**config.mk**
```make
export PLATFORM = sky130hd
export DESIGN_NAME = writeback_unit
export DESIGN_NICKNAME = d
export VERILOG_FILES = /design/src/rtl/wb_pkg.sv /design/src/rtl/wb_fifo.sv /design/src/rtl/writeback_unit.sv
export SDC_FILE = /design/constraint.sdc
export NUM_CORES = 1
export LEC_CHECK = 0
export CAP_MARGIN = 10
export CORE_MARGIN = 5
export CORE_UTILIZATION = 58
export DETAILED_ROUTE_END_ITERATION = 7
export PLACE_DENSITY = 0.92
export SLEW_MARGIN = 20
export SYNTH_ARGS = -nofsm -noshare
export SYNTH_HDL_FRONTEND = slang
export SYNTH_SLANG_ARGS = --single-unit
```
**constraint.sdc**
```tcl
create_clock -name clk -period 9.2 [get_ports clk]
set_input_delay 2.76 -clock clk [delete_from_list [all_inputs] [get_ports clk]]
set_output_delay 2.76 -clock clk [all_outputs]
set_load 0.01 [all_outputs]
```
**src/rtl/wb_pkg.sv**
```systemverilog
// Shared widths, result-pair entry type and forwarding-packet helper
// for the dual-lane writeback stage.
package wb_pkg;

  localparam int DATA_W = 16;
  localparam int REG_AW = 3;
  localparam int PKT_W  = 20;
  localparam logic [PKT_W-1:0] PKT_IDLE = 20'h80000;

  typedef struct packed {
    logic              valid1;
    logic [REG_AW-1:0] rd1;
    logic [DATA_W-1:0] val1;
    logic              valid2;
    logic [REG_AW-1:0] rd2;
    logic [DATA_W-1:0] val2;
  } wb_pair_t;

  // Bit 19 is an active-high invalid flag, so a dead lane maps to PKT_IDLE.
  function automatic logic [PKT_W-1:0] pack_pkt(input logic              valid,
                                                input logic [DATA_W-1:0] value,
                                                input logic [REG_AW-1:0] rd);
    return valid ? {1'b0, value, rd} : PKT_IDLE;
  endfunction

endpackage

```
**src/rtl/wb_fifo.sv**
```systemverilog
// Synchronous FIFO of result pairs with registered full/empty flags
// derived from an internal occupancy count.
import wb_pkg::*;

module wb_fifo #(
  parameter int DEPTH = 4
) (
  input  logic     clk,
  input  logic     reset,
  input  logic     push,
  input  wb_pair_t wdata,
  input  logic     pop,
  output wb_pair_t rdata,
  output logic     full,
  output logic     empty
);

  localparam int AW = $clog2(DEPTH);

  wb_pair_t      mem [DEPTH];
  logic [AW-1:0] wr_ptr;
  logic [AW-1:0] rd_ptr;
  logic [AW:0]   count;
  logic [AW:0]   count_next;
  logic          do_push;
  logic          do_pop;

  assign do_push = push && !full;
  assign do_pop  = pop && !empty;
  assign rdata   = mem[rd_ptr];

  always_comb begin
    count_next = count;
    case ({do_push, do_pop})
      2'b10:   count_next = count + 1'b1;
      2'b01:   count_next = count - 1'b1;
      default: count_next = count;
    endcase
  end

  // Pointers wrap naturally because DEPTH is a power of two.
  always_ff @(posedge clk or posedge reset) begin
    if (reset) begin
      wr_ptr <= '0;
      rd_ptr <= '0;
      count  <= '0;
      full   <= 1'b0;
      empty  <= 1'b1;
    end else begin
      if (do_push) wr_ptr <= wr_ptr + 1'b1;
      if (do_pop)  rd_ptr <= rd_ptr + 1'b1;
      count <= count_next;
      full  <= (count_next == (AW+1)'(DEPTH));
      empty <= (count_next == '0);
    end
  end

  always_ff @(posedge clk) begin
    if (do_push) mem[wr_ptr] <= wdata;
  end

endmodule

```
**src/rtl/writeback_unit.sv**
```systemverilog
// Dual-lane writeback: buffers result pairs, drains one pair per cycle into
// the register file and forwards both results to decode.
import wb_pkg::*;

module writeback_unit #(
  parameter int DATA_W     = wb_pkg::DATA_W,
  parameter int REG_AW     = wb_pkg::REG_AW,
  parameter int FIFO_DEPTH = 4
) (
  input  logic              clk,
  input  logic              reset,
  input  logic              in_valid1,
  input  logic [REG_AW-1:0] in_rd1,
  input  logic [DATA_W-1:0] in_val1,
  input  logic              in_valid2,
  input  logic [REG_AW-1:0] in_rd2,
  input  logic [DATA_W-1:0] in_val2,
  output logic              in_ready,
  input  logic              wb_hold,
  output logic              rf_we1,
  output logic [REG_AW-1:0] rf_waddr1,
  output logic [DATA_W-1:0] rf_wdata1,
  output logic              rf_we2,
  output logic [REG_AW-1:0] rf_waddr2,
  output logic [DATA_W-1:0] rf_wdata2,
  output logic [19:0]       rdvalmem1,
  output logic [19:0]       rdvalmem2,
  output logic              stall_out,
  output logic [15:0]       retired_count
);

  // Handshake: a pair transfers on any edge where in_ready is high and at
  // least one lane valid is high; in_ready depends only on registered state.

  wb_pair_t enq_pair;
  wb_pair_t head;
  logic     fifo_full;
  logic     fifo_empty;
  logic     push;
  logic     pop;
  logic     we1_next;

  assign enq_pair  = '{valid1: in_valid1, rd1: in_rd1, val1: in_val1,
                       valid2: in_valid2, rd2: in_rd2, val2: in_val2};
  assign in_ready  = !fifo_full;
  assign stall_out = fifo_full;
  assign push      = in_ready && (in_valid1 || in_valid2);
  assign pop       = !fifo_empty && !wb_hold;

  wb_fifo #(
    .DEPTH (FIFO_DEPTH)
  ) u_fifo (
    .clk   (clk),
    .reset (reset),
    .push  (push),
    .wdata (enq_pair),
    .pop   (pop),
    .rdata (head),
    .full  (fifo_full),
    .empty (fifo_empty)
  );

  // Younger lane wins a same-register conflict on both write and forward paths.
  assign we1_next = head.valid1 && !(head.valid2 && (head.rd1 == head.rd2));

  always_ff @(posedge clk or posedge reset) begin
    if (reset) begin
      rf_we1        <= 1'b0;
      rf_waddr1     <= '0;
      rf_wdata1     <= '0;
      rf_we2        <= 1'b0;
      rf_waddr2     <= '0;
      rf_wdata2     <= '0;
      rdvalmem1     <= PKT_IDLE;
      rdvalmem2     <= PKT_IDLE;
      retired_count <= '0;
    end else if (pop) begin
      rf_we1        <= we1_next;
      rf_waddr1     <= head.rd1;
      rf_wdata1     <= head.val1;
      rf_we2        <= head.valid2;
      rf_waddr2     <= head.rd2;
      rf_wdata2     <= head.val2;
      rdvalmem1     <= pack_pkt(head.valid2, head.val2, head.rd2);
      rdvalmem2     <= pack_pkt(we1_next, head.val1, head.rd1);
      retired_count <= retired_count + 16'(head.valid1) + 16'(head.valid2);
    end else begin
      rf_we1    <= 1'b0;
      rf_we2    <= 1'b0;
      rdvalmem1 <= PKT_IDLE;
      rdvalmem2 <= PKT_IDLE;
    end
  end

endmodule

```
==> results of run 1 <==
[critical path: cells and delay by family]
kind / cells / cell delay, ns
buffers and inverters: 2 / 1.09
adder cells (fa/ha/maj): 2 / 0.77
AND/OR/NAND/NOR: 3 / 0.49
multiplexers: 1 / 0.28
[layout make-up]
class,instances,area share
sequential,265,0.613
clock buffer,41,0.0633
tap,220,0.0227
inverter,7,0.00237
clock inverter,4,0.00350
timing repair buffer,143,0.117
multi-input combinational,193,0.178
[stage by stage]
step | total power (W) | instances | setup WS (ns)
2_1_floorplan | 0.00259 | 485 | 3.68
3_3_place_gp | 0.00311 | 828 | 3.84
3_5_place_dp | 0.00320 | 828 | 3.72
4_1_cts | 0.00421 | 873 | 4.23
5_1_grt | 0.00438 | 873 | 4.08
6_report | 0.00417 | 873 | 4.22
[cell families (layout without fill, tap and decap cells)]
group	after synthesis	count (layout)	share of synthesized area
buffers and inverters	27	195	0.0144
muxes	81	81	0.141
xor gates and xnor gates	23	23	0.0207
DFF	265	265	0.765
AOI/OAI and AO/OA	2	2	0.00219
and+or+nand+nor	79	79	0.0454
adders and majority gates	8	8	0.0118
[final timing paths]
kind,from,endpoint,cells after the start
worst max-delay path,wb_hold,u_fifo.full,8
worst min-delay path,retired_count[15],retired_count[15],1
worst max register to register,u_fifo.rd_ptr[0],retired_count[14],7
worst min register to register,retired_count[15],retired_count[15],1
max in group asynchronous,reset,rdvalmem1[9],3
min in group asynchronous,reset,rf_wdata1[11],2
[state kept, by name, summed over array words and instances (netlist names), 2 cells and up]
name and flops:
rdvalmem1 20, u_fifo.wr_ptr 2, rf_wdata2 16, u_fifo.mem 160, u_fifo.count 3, rf_waddr1 3
rf_waddr2 3, retired_count 16, u_fifo.rd_ptr 2, rf_wdata1 16, rdvalmem2 20
[cell usage in the layout (no fill, tap or decap), types with 2 or more instances in the layout]
cell / n
inv_1: 6
nand3_1: 4
xor2_1: 8
clkinv_1: 2
nand2_1: 11
buf_4: 3
xnor2_1: 15
or2_2: 2
clkbuf_1: 10
clkbuf_16: 27
dfrtp_1: 100
ha_1: 6
edfxtp_1: 160
mux4_2: 38
and3_1: 22
fa_1: 2
clkbuf_8: 4
nor2_1: 7
dfstp_2: 3
mux2_2: 41
clkdlybuf4s50_1: 140
and2_1: 22
nor3_1: 2
mux4_1: 2
and2_4: 3
[metal layers]
layer	global-route usage	wire, um	vias up
met3	0.0487	1350	25
met1	0.256	7210	2541
met5	0	0	-
met2	0.341	9740	166
li1	-	-	2131
met4	0.0391	298	0
[power by group through the flow]
stage,Clock [W],Combinational [W],Sequential [W]
floorplan,0,0.000700,0.00189
global placement,0,0.00123,0.00187
detailed placement,0,0.00130,0.00190
CTS,0.00101,0.00131,0.00189
global route,0.00107,0.00139,0.00192
finish,0.000998,0.00129,0.00188
==> qor.yml, run 1 <==
run_status:
  run_status: "completed"
die:
  dieArea_sq_um: 19500
  start_util: 0.589
  fp-row-count: 47
  die_y_um: 139
  die_w_um: 139
  io_pins: 141
  core_sq_um: 16500
worst_setup_path:
  reg2reg_slack_ns: 5.37
  cp.required_ns: 9.62
  slowest_stage: "buf_4"
  end_kind: "flop"
  slowest_delay_ns: 0.63
  arrival_ns: 5.40
  critical_path_class: "primary input to flop"
  crit_chain: "clkdlybuf4s50_1, nor2_4, buf_4, ha_1, fa_1, mux2_2, or2_2, nor2b_1"
  crit_fanout: 67
  cp-start-kind: "primary input"
grt:
  grt_usage: 0.196
  grt_pass1_wl_um: 29900
  grt_pass1_vias: 5285
  antenna_found_initial: 0
  grt_start_max_net_pins: 70
  grt_overflow: 0
clock_tree:
  htree_levels: 1
  cts.sinks: 265
  cts_max_path_buffers: 3
  cts_buffers: 25
  cts_resized: 0
  cts_hold_buf: 0
  root_buffer: "clkbuf_16"
  cts_post_setup_buffers_inserted: 0
  clk_pin_slew_worst_paths_ns: 0.06
  cts_tree: "yes"
  clkLatencyLatePin_ns: 0.50
power_and_ir_drop:
  p_clk_frac: 0.239
  peakVddDrop_uv: 197
  power_frac_seq: 0.450
  swShare: 0.286
  combPwrFrac: 0.310
  p_per_area_nw_per_um2: 343
  intPower_w: 0.00297
  p_leak_nw: 4.59
  p_sw_w: 0.00119
placed_design:
  placed_cell_area_sq_um: 11300
  finalWeightedCongestion: 0.729
  io_buffers: 140
  dpl.hpwl_um: 11600
yosys:
  synth_area_leaders: "edfxtp_1 49%, dfrtp_1 26%, mux4_2 8.8%"
  synth_nets: 536
  netlist_instances: 485
  synthTopCellsByCount: "160 x edfxtp_1, 102 x dfrtp_1, 41 x mux2_2"
  synth_top_cell_by_area: "edfxtp_1"
  ys_warn_count: 0
  synth_flop_cell: "edfxtp_1"
  synthArstFlopShare: 0.396
  synth-seq-area-share: 0.765
  syn_area_sq_um: 9730
  yosysTopAreaCellShare: 0.494
  yosysMostFrequentCell: "edfxtp_1"
  ys_types: 29
  avgSynthCellArea_sq_um: 20.1
  synth-edff-count: 160
  ys_seq_elements: 265
timing:
  setup_violations: 0
  relSlewSlack: 0.274
  fmax_mhz: 201
  fin_hold_ws_ns: 0.479
  fin_crit_ns: 4.98
  setup_tns_ns: 0
  rsz0062_at_grt: "false"
  max_slew.worst_pin.slew_ns: 1.09
  hold_viol: 0
  fin_crit_sh: 0.542
  drv_slew: 0
  finClkSkew_ns: 0.0105
final_layout:
  stdcell_area_sq_um: 12100
  num-nets-final: 686
  multiInputGateArea_sq_um: 2170
  syn_to_final_growth_pct: 24.9
  final_util: 0.735
  fillCellCount: 918
  drive_gt1_frac: 0.199
  final-seq-area_sq_um: 7440
  num_antenna_cells: 0
route:
  drc: 0
  vias: 4863
  post_drt_wl_per_cell_um: 21.3
  wl_um: 18600
  drtIter0Drc: 371
  detailedRoute.firstPassIterationCount: 4
  viasPerCell: 5.57
  ant_nets: 0
min_path:
  hp-class: "flop to flop"
flow_run:
  maxCapViolCount: 0
(Power assumes the default switching activity.)
==> inputs of run 2 (changes only) <==
Settings changed: CORE_UTILIZATION 58 to 54, PLACE_DENSITY 0.92 to 0.87.
Clock period 9.2 ns to 5.1 ns, I/O delays scaled along.
==> run 2 against run 1 <==
Against the previous run: utilization is 4.8 points lower; clock skew about the same; cell count up 1.6%; clock-buffer cell count decreased by 9; non-clock buffer count increased by 2; die area grew 6.9%; largest power group unchanged; highest routed layer unchanged.
==> qor.yml, run 2 (synthesized netlist as in run 1, its figures left out) <==
timing:
  drv_slew: 0
  relSlewSlack: 0.258
  setup_tns_ns: 0
  fin_hold_ws_ns: 0.477
  fmax_mhz: 275
  setup_violations: 0
  hold_viol: 0
  fin_crit_sh: 0.712
  finClkSkew_ns: 0.0109
  max_slew.worst_pin.slew_ns: 1.11
  fin_crit_ns: 3.63
  rsz0062_at_grt: "false"
clock_tree:
  clk_pin_slew_worst_paths_ns: 0.06
  cts_resized: 0
  clkLatencyLatePin_ns: 0.52
  root_buffer: "clkbuf_16"
  cts_post_setup_buffers_inserted: 0
  cts_hold_buf: 0
  htree_levels: 1
  cts_buffers: 26
  cts_tree: "yes"
  cts.sinks: 265
  cts_max_path_buffers: 3
final_layout:
  num-nets-final: 689
  top_regs: "u_fifo.mem x160, rdvalmem1 x20, rdvalmem2 x20"
  final-seq-area_sq_um: 7440
  final_common_cell: "edfxtp_1"
  fillCellCount: 1070
  layout_common_cells: "160 x edfxtp_1, 140 x clkdlybuf4s50_1, 100 x dfrtp_1, 41 x mux2_2, 38 x mux4_2"
  multiInputGateArea_sq_um: 2160
  num_antenna_cells: 0
  regMostFlops: "u_fifo.mem"
  syn_to_final_growth_pct: 26.0
  largest_reg_flops: 160
  drive_gt1_frac: 0.217
grt:
  grt_start_max_net_pins: 93
  grt_overflow: 0
  busiest_layer: "met2"
  grt_pass1_vias: 5353
  met2_usage: 0.334
  antenna_found_initial: 0
  grt_util_met3: 0.0427
  met1_usage: 0.253
  grt_pass1_wl_um: 30300
  grt_usage: 0.193
min_path:
  min_from: "retired_count[15]"
  hp-class: "flop to flop"
  holdPathEnd: "retired_count[15]"
  holdPathStages: 1
worst_setup_path:
  reg2reg_depth: 8
  crit_fanout: 22
  r2r_start: "u_fifo.rd_ptr[0]"
  end_kind: "flop"
  slowest_delay_ns: 0.72
  cp-start-kind: "flop"
  reg2reg_to: "retired_count[10]"
  crit_chain: "buf_4, mux4_2, fa_1, ha_1, or3b_2, nor4_1, nand3_1, xnor2_1"
  reg2reg_slack_ns: 1.47
  slowest_stage: "nor4_1"
  worstPathBufferInverterCount: 1
  path_delay_family: "simple AND/OR/NAND/NOR gates"
  cp.required_ns: 5.50
  critical_path_class: "flop to flop"
  arrival_ns: 4.03
route:
  detailedRoute.firstPassIterationCount: 4
  drtIter0Drc: 315
  wl_um: 19300
  drc: 0
  ant_nets: 0
  post_drt_wl_per_cell_um: 21.8
  vias: 4804
  viasPerCell: 5.42
placed_design:
  io_buffers: 140
  finalWeightedCongestion: 0.777
  dpl.hpwl_um: 11800
flow_run:
  maxCapViolCount: 0
power_and_ir_drop:
  power_w: 0.00767
  p_leak_nw: 4.63
  peakVddDrop_uv: 420
  p_per_area_nw_per_um2: 626
die:
  die_w_um: 144
  core_sq_um: 17800
  io_pins: 141
  die_y_um: 144
  fp-row-count: 49
  dieArea_sq_um: 20800
  start_util: 0.545
run_status:
  run_status: "completed"
[run 2: changes by cell type in the layout (fill, tap and decap cells not counted), sizes merged]
| cell | before | now |
|---|---|---|
| clkinv | 3 | 9 |
| buf | 3 | 5 |
| bufinv | 1 | 3 |
| clkbuf | 41 | 32 |
| clkinvlp | 0 | 4 |
[run 2: per-stage QoR]
stage / cells / instance area [sq um] / util / setup WS, ns
CTS: 887 / 12200 / 0.687 / 1.36
global route: 887 / 12300 / 0.687 / 1.11
finish: 887 / 12300 / 0.687 / 1.47
floorplan: 485 / 9730 / - / 0.814
detailed placement: 839 / 11400 / 0.637 / 1.07
global placement: 839 / 11400 / 0.637 / 1.21
[run 2: layer usage]
layer  routed length (um)  up-vias
li1                     -     2142
met1                 7470     2465
met2                10000      165
met3                 1480       32
met4                  355        0
met5                    0        -
[run 2: layout make-up]
cell class / count / area share
well taps: 229 / 0.0234
clock inverters: 16 / 0.0136
clock buffers: 32 / 0.0591
inverters: 7 / 0.00255
repair buffers: 145 / 0.117
flip-flops and latches: 265 / 0.607
multi-input cells: 193 / 0.177
[run 2: worst max path at each step]
stage                     cells past startpoint                end              from  slack (ns)
after global placement                        9        u_fifo.full         in_valid2        1.21
final                                         8  retired_count[10]  u_fifo.rd_ptr[0]        1.47
after floorplan                               1       rdvalmem1[0]             reset        0.81
after detailed placement                      9        u_fifo.full         in_valid2        1.07
after CTS                                     8  retired_count[10]  u_fifo.rd_ptr[0]        1.36
after global routing                          8  retired_count[10]  u_fifo.rd_ptr[0]        1.11
[run 2: power by group]
group / internal [W] / leakage [nW] / total (W) / switching, W
Sequential: 0.00303 / 2.80 / 0.00334 / 0.000311
Combinational: 0.00126 / 1.40 / 0.00239 / 0.00112
Clock: 0.00116 / 0.430 / 0.00194 / 0.000776
==> inputs of run 3 (changes only) <==
Clock period 5.1 ns to 3.8 ns, I/O delays scaled along.
==> run 3 against run 2 <==
Against the previous run: cell count up 1.4%; first-iteration DRC count down 29%; power up 32%; design area about the same; register-to-register slack worse by 0.67 ns; via count up 0.15%; clock power up 23%; worst hold slack better by 0.0023 ns; critical endpoint is now retired_count[14]; largest cell class unchanged.
==> qor.yml, run 3 (synthesized netlist as in run 1, its figures left out) <==
run_status:
  run_status: "completed"
route:
  drtIter0Drc: 225
  vias: 4811
  post_drt_wl_per_cell_um: 20.4
  wl_um: 18300
  drc: 0
  viasPerCell: 5.35
  detailedRoute.firstPassIterationCount: 4
  ant_nets: 0
timing:
  setup_tns_ns: 0
  rsz0062_at_grt: "false"
  hold_viol: 0
  fin_crit_sh: 0.791
  fin_crit_ns: 3.01
  drv_slew: 0
  fmax_mhz: 333
  setup_violations: 0
  relSlewSlack: 0.486
  finClkSkew_ns: 0.00999
  max_slew.worst_pin.slew_ns: 0.771
power_and_ir_drop:
  power_w: 0.0101
  power_frac_seq: 0.441
  peakVddDrop_uv: 523
  p_leak_nw: 4.65
  p_sw_w: 0.00288
  p_per_area_nw_per_um2: 824
  combPwrFrac: 0.323
  swShare: 0.285
  p_clk_frac: 0.236
  intPower_w: 0.00722
final_layout:
  final-instance-count-excl-fill: 899
  final_common_cell: "edfxtp_1"
  num-nets-final: 701
  largest_reg_flops: 160
  stdcell_area_sq_um: 12300
  top_regs: "u_fifo.mem x160, rdvalmem1 x20, rdvalmem2 x20"
  regMostFlops: "u_fifo.mem"
  syn_to_final_growth_pct: 26.0
  num_antenna_cells: 0
  layout_common_cells: "160 x edfxtp_1, 140 x clkdlybuf4s50_1, 100 x dfrtp_1, 41 x mux2_2, 38 x mux4_2"
  fillCellCount: 1092
  drive_gt1_frac: 0.215
die:
  start_util: 0.545
  die_w_um: 144
  dieArea_sq_um: 20800
  io_pins: 141
  fp-row-count: 49
  core_sq_um: 17800
  die_y_um: 144
worst_setup_path:
  critical_path_class: "flop to flop"
  slowest_delay_ns: 0.65
  slowest_stage: "nor4_1"
  crit_chain: "mux4_2, fa_1, ha_1, or3b_2, nor4_1, nand3_1, xnor2_1"
  end_kind: "flop"
  cp-start-kind: "flop"
  cp.required_ns: 4.19
  crit_fanout: 13
  arrival_ns: 3.40
clock_tree:
  cts_resized: 0
  root_buffer: "clkbuf_16"
  cts_post_setup_buffers_inserted: 0
  cts_max_path_buffers: 3
  clkLatencyLatePin_ns: 0.51
  cts_hold_buf: 0
  cts_buffers: 26
  cts_tree: "yes"
  htree_levels: 1
  clk_pin_slew_worst_paths_ns: 0.06
  cts.sinks: 265
grt:
  grt_pass1_vias: 5372
  grt_pass1_wl_um: 29500
  antenna_found_initial: 0
  grt_start_max_net_pins: 67
  grt_usage: 0.183
  grt_overflow: 0
flow_run:
  maxCapViolCount: 0
min_path:
  hp-class: "flop to flop"
placed_design:
  placed_cell_area_sq_um: 11400
  dpl.hpwl_um: 12100
  io_buffers: 140
  dp_cells: 851
  finalWeightedCongestion: 0.763
[run 3: final cells by class]
class / instances / area [sq um] / share of cell area
inverters: 7 / 30.0 / 0.00245
clock buffers: 38 / 738 / 0.0602
multi-input cells: 193 / 2160 / 0.176
repair buffers: 157 / 1530 / 0.125
flip-flops and latches: 265 / 7440 / 0.607
clock inverters: 10 / 68.8 / 0.00562
well taps: 229 / 287 / 0.0234
[run 3: power by group through the flow]
stage | logic [W] | clock network, W | registers, W
2_1_floorplan | 0.00170 | 0 | 0.00458
3_3_place_gp | 0.00317 | 0 | 0.00445
3_5_place_dp | 0.00330 | 0 | 0.00452
4_1_cts | 0.00334 | 0.00244 | 0.00447
5_1_grt | 0.00353 | 0.00257 | 0.00456
6_report | 0.00327 | 0.00238 | 0.00445
[run 3: final timing paths]
check | slack, ns | startpoint | end | cells past startpoint
worst max-delay path | 0.79 | u_fifo.rd_ptr[0] | retired_count[14] | 7
worst min-delay path | 0.48 | retired_count[15] | retired_count[15] | 1
worst max register to register | 0.79 | u_fifo.rd_ptr[0] | retired_count[14] | 7
worst min register to register | 0.48 | retired_count[15] | retired_count[15] | 1
max in group asynchronous | 2.10 | reset | rdvalmem1[4] | 3
min in group asynchronous | 1.19 | reset | retired_count[1] | 3
[run 3: critical path, delay by kind of cell (launching register included)]
family | cells | cell delay, ns
DFF | 1 | 0.59
muxes | 1 | 0.43
adders and majority gates | 2 | 0.37
and+or+nand+nor | 3 | 1.32
xor gates and xnor gates | 1 | 0.17
[run 3: routing by layer]
layer,up-vias,global-route usage,share of wire
met4,0,0.0481,0.025
li1,2164,-,-
met1,2461,0.247,0.40
met3,40,0.0357,0.060
met5,-,0,0
met2,146,0.313,0.51
[run 3: through the flow]
stage	utilization	hold slack [ns]	worst slack, ns
after floorplan	-	0.446	0.589
after global placement	0.642	0.458	0.523
after detailed placement	0.642	0.472	0.443
after CTS	0.687	0.484	0.771
after global routing	0.687	0.488	0.557
final	0.687	0.480	0.794
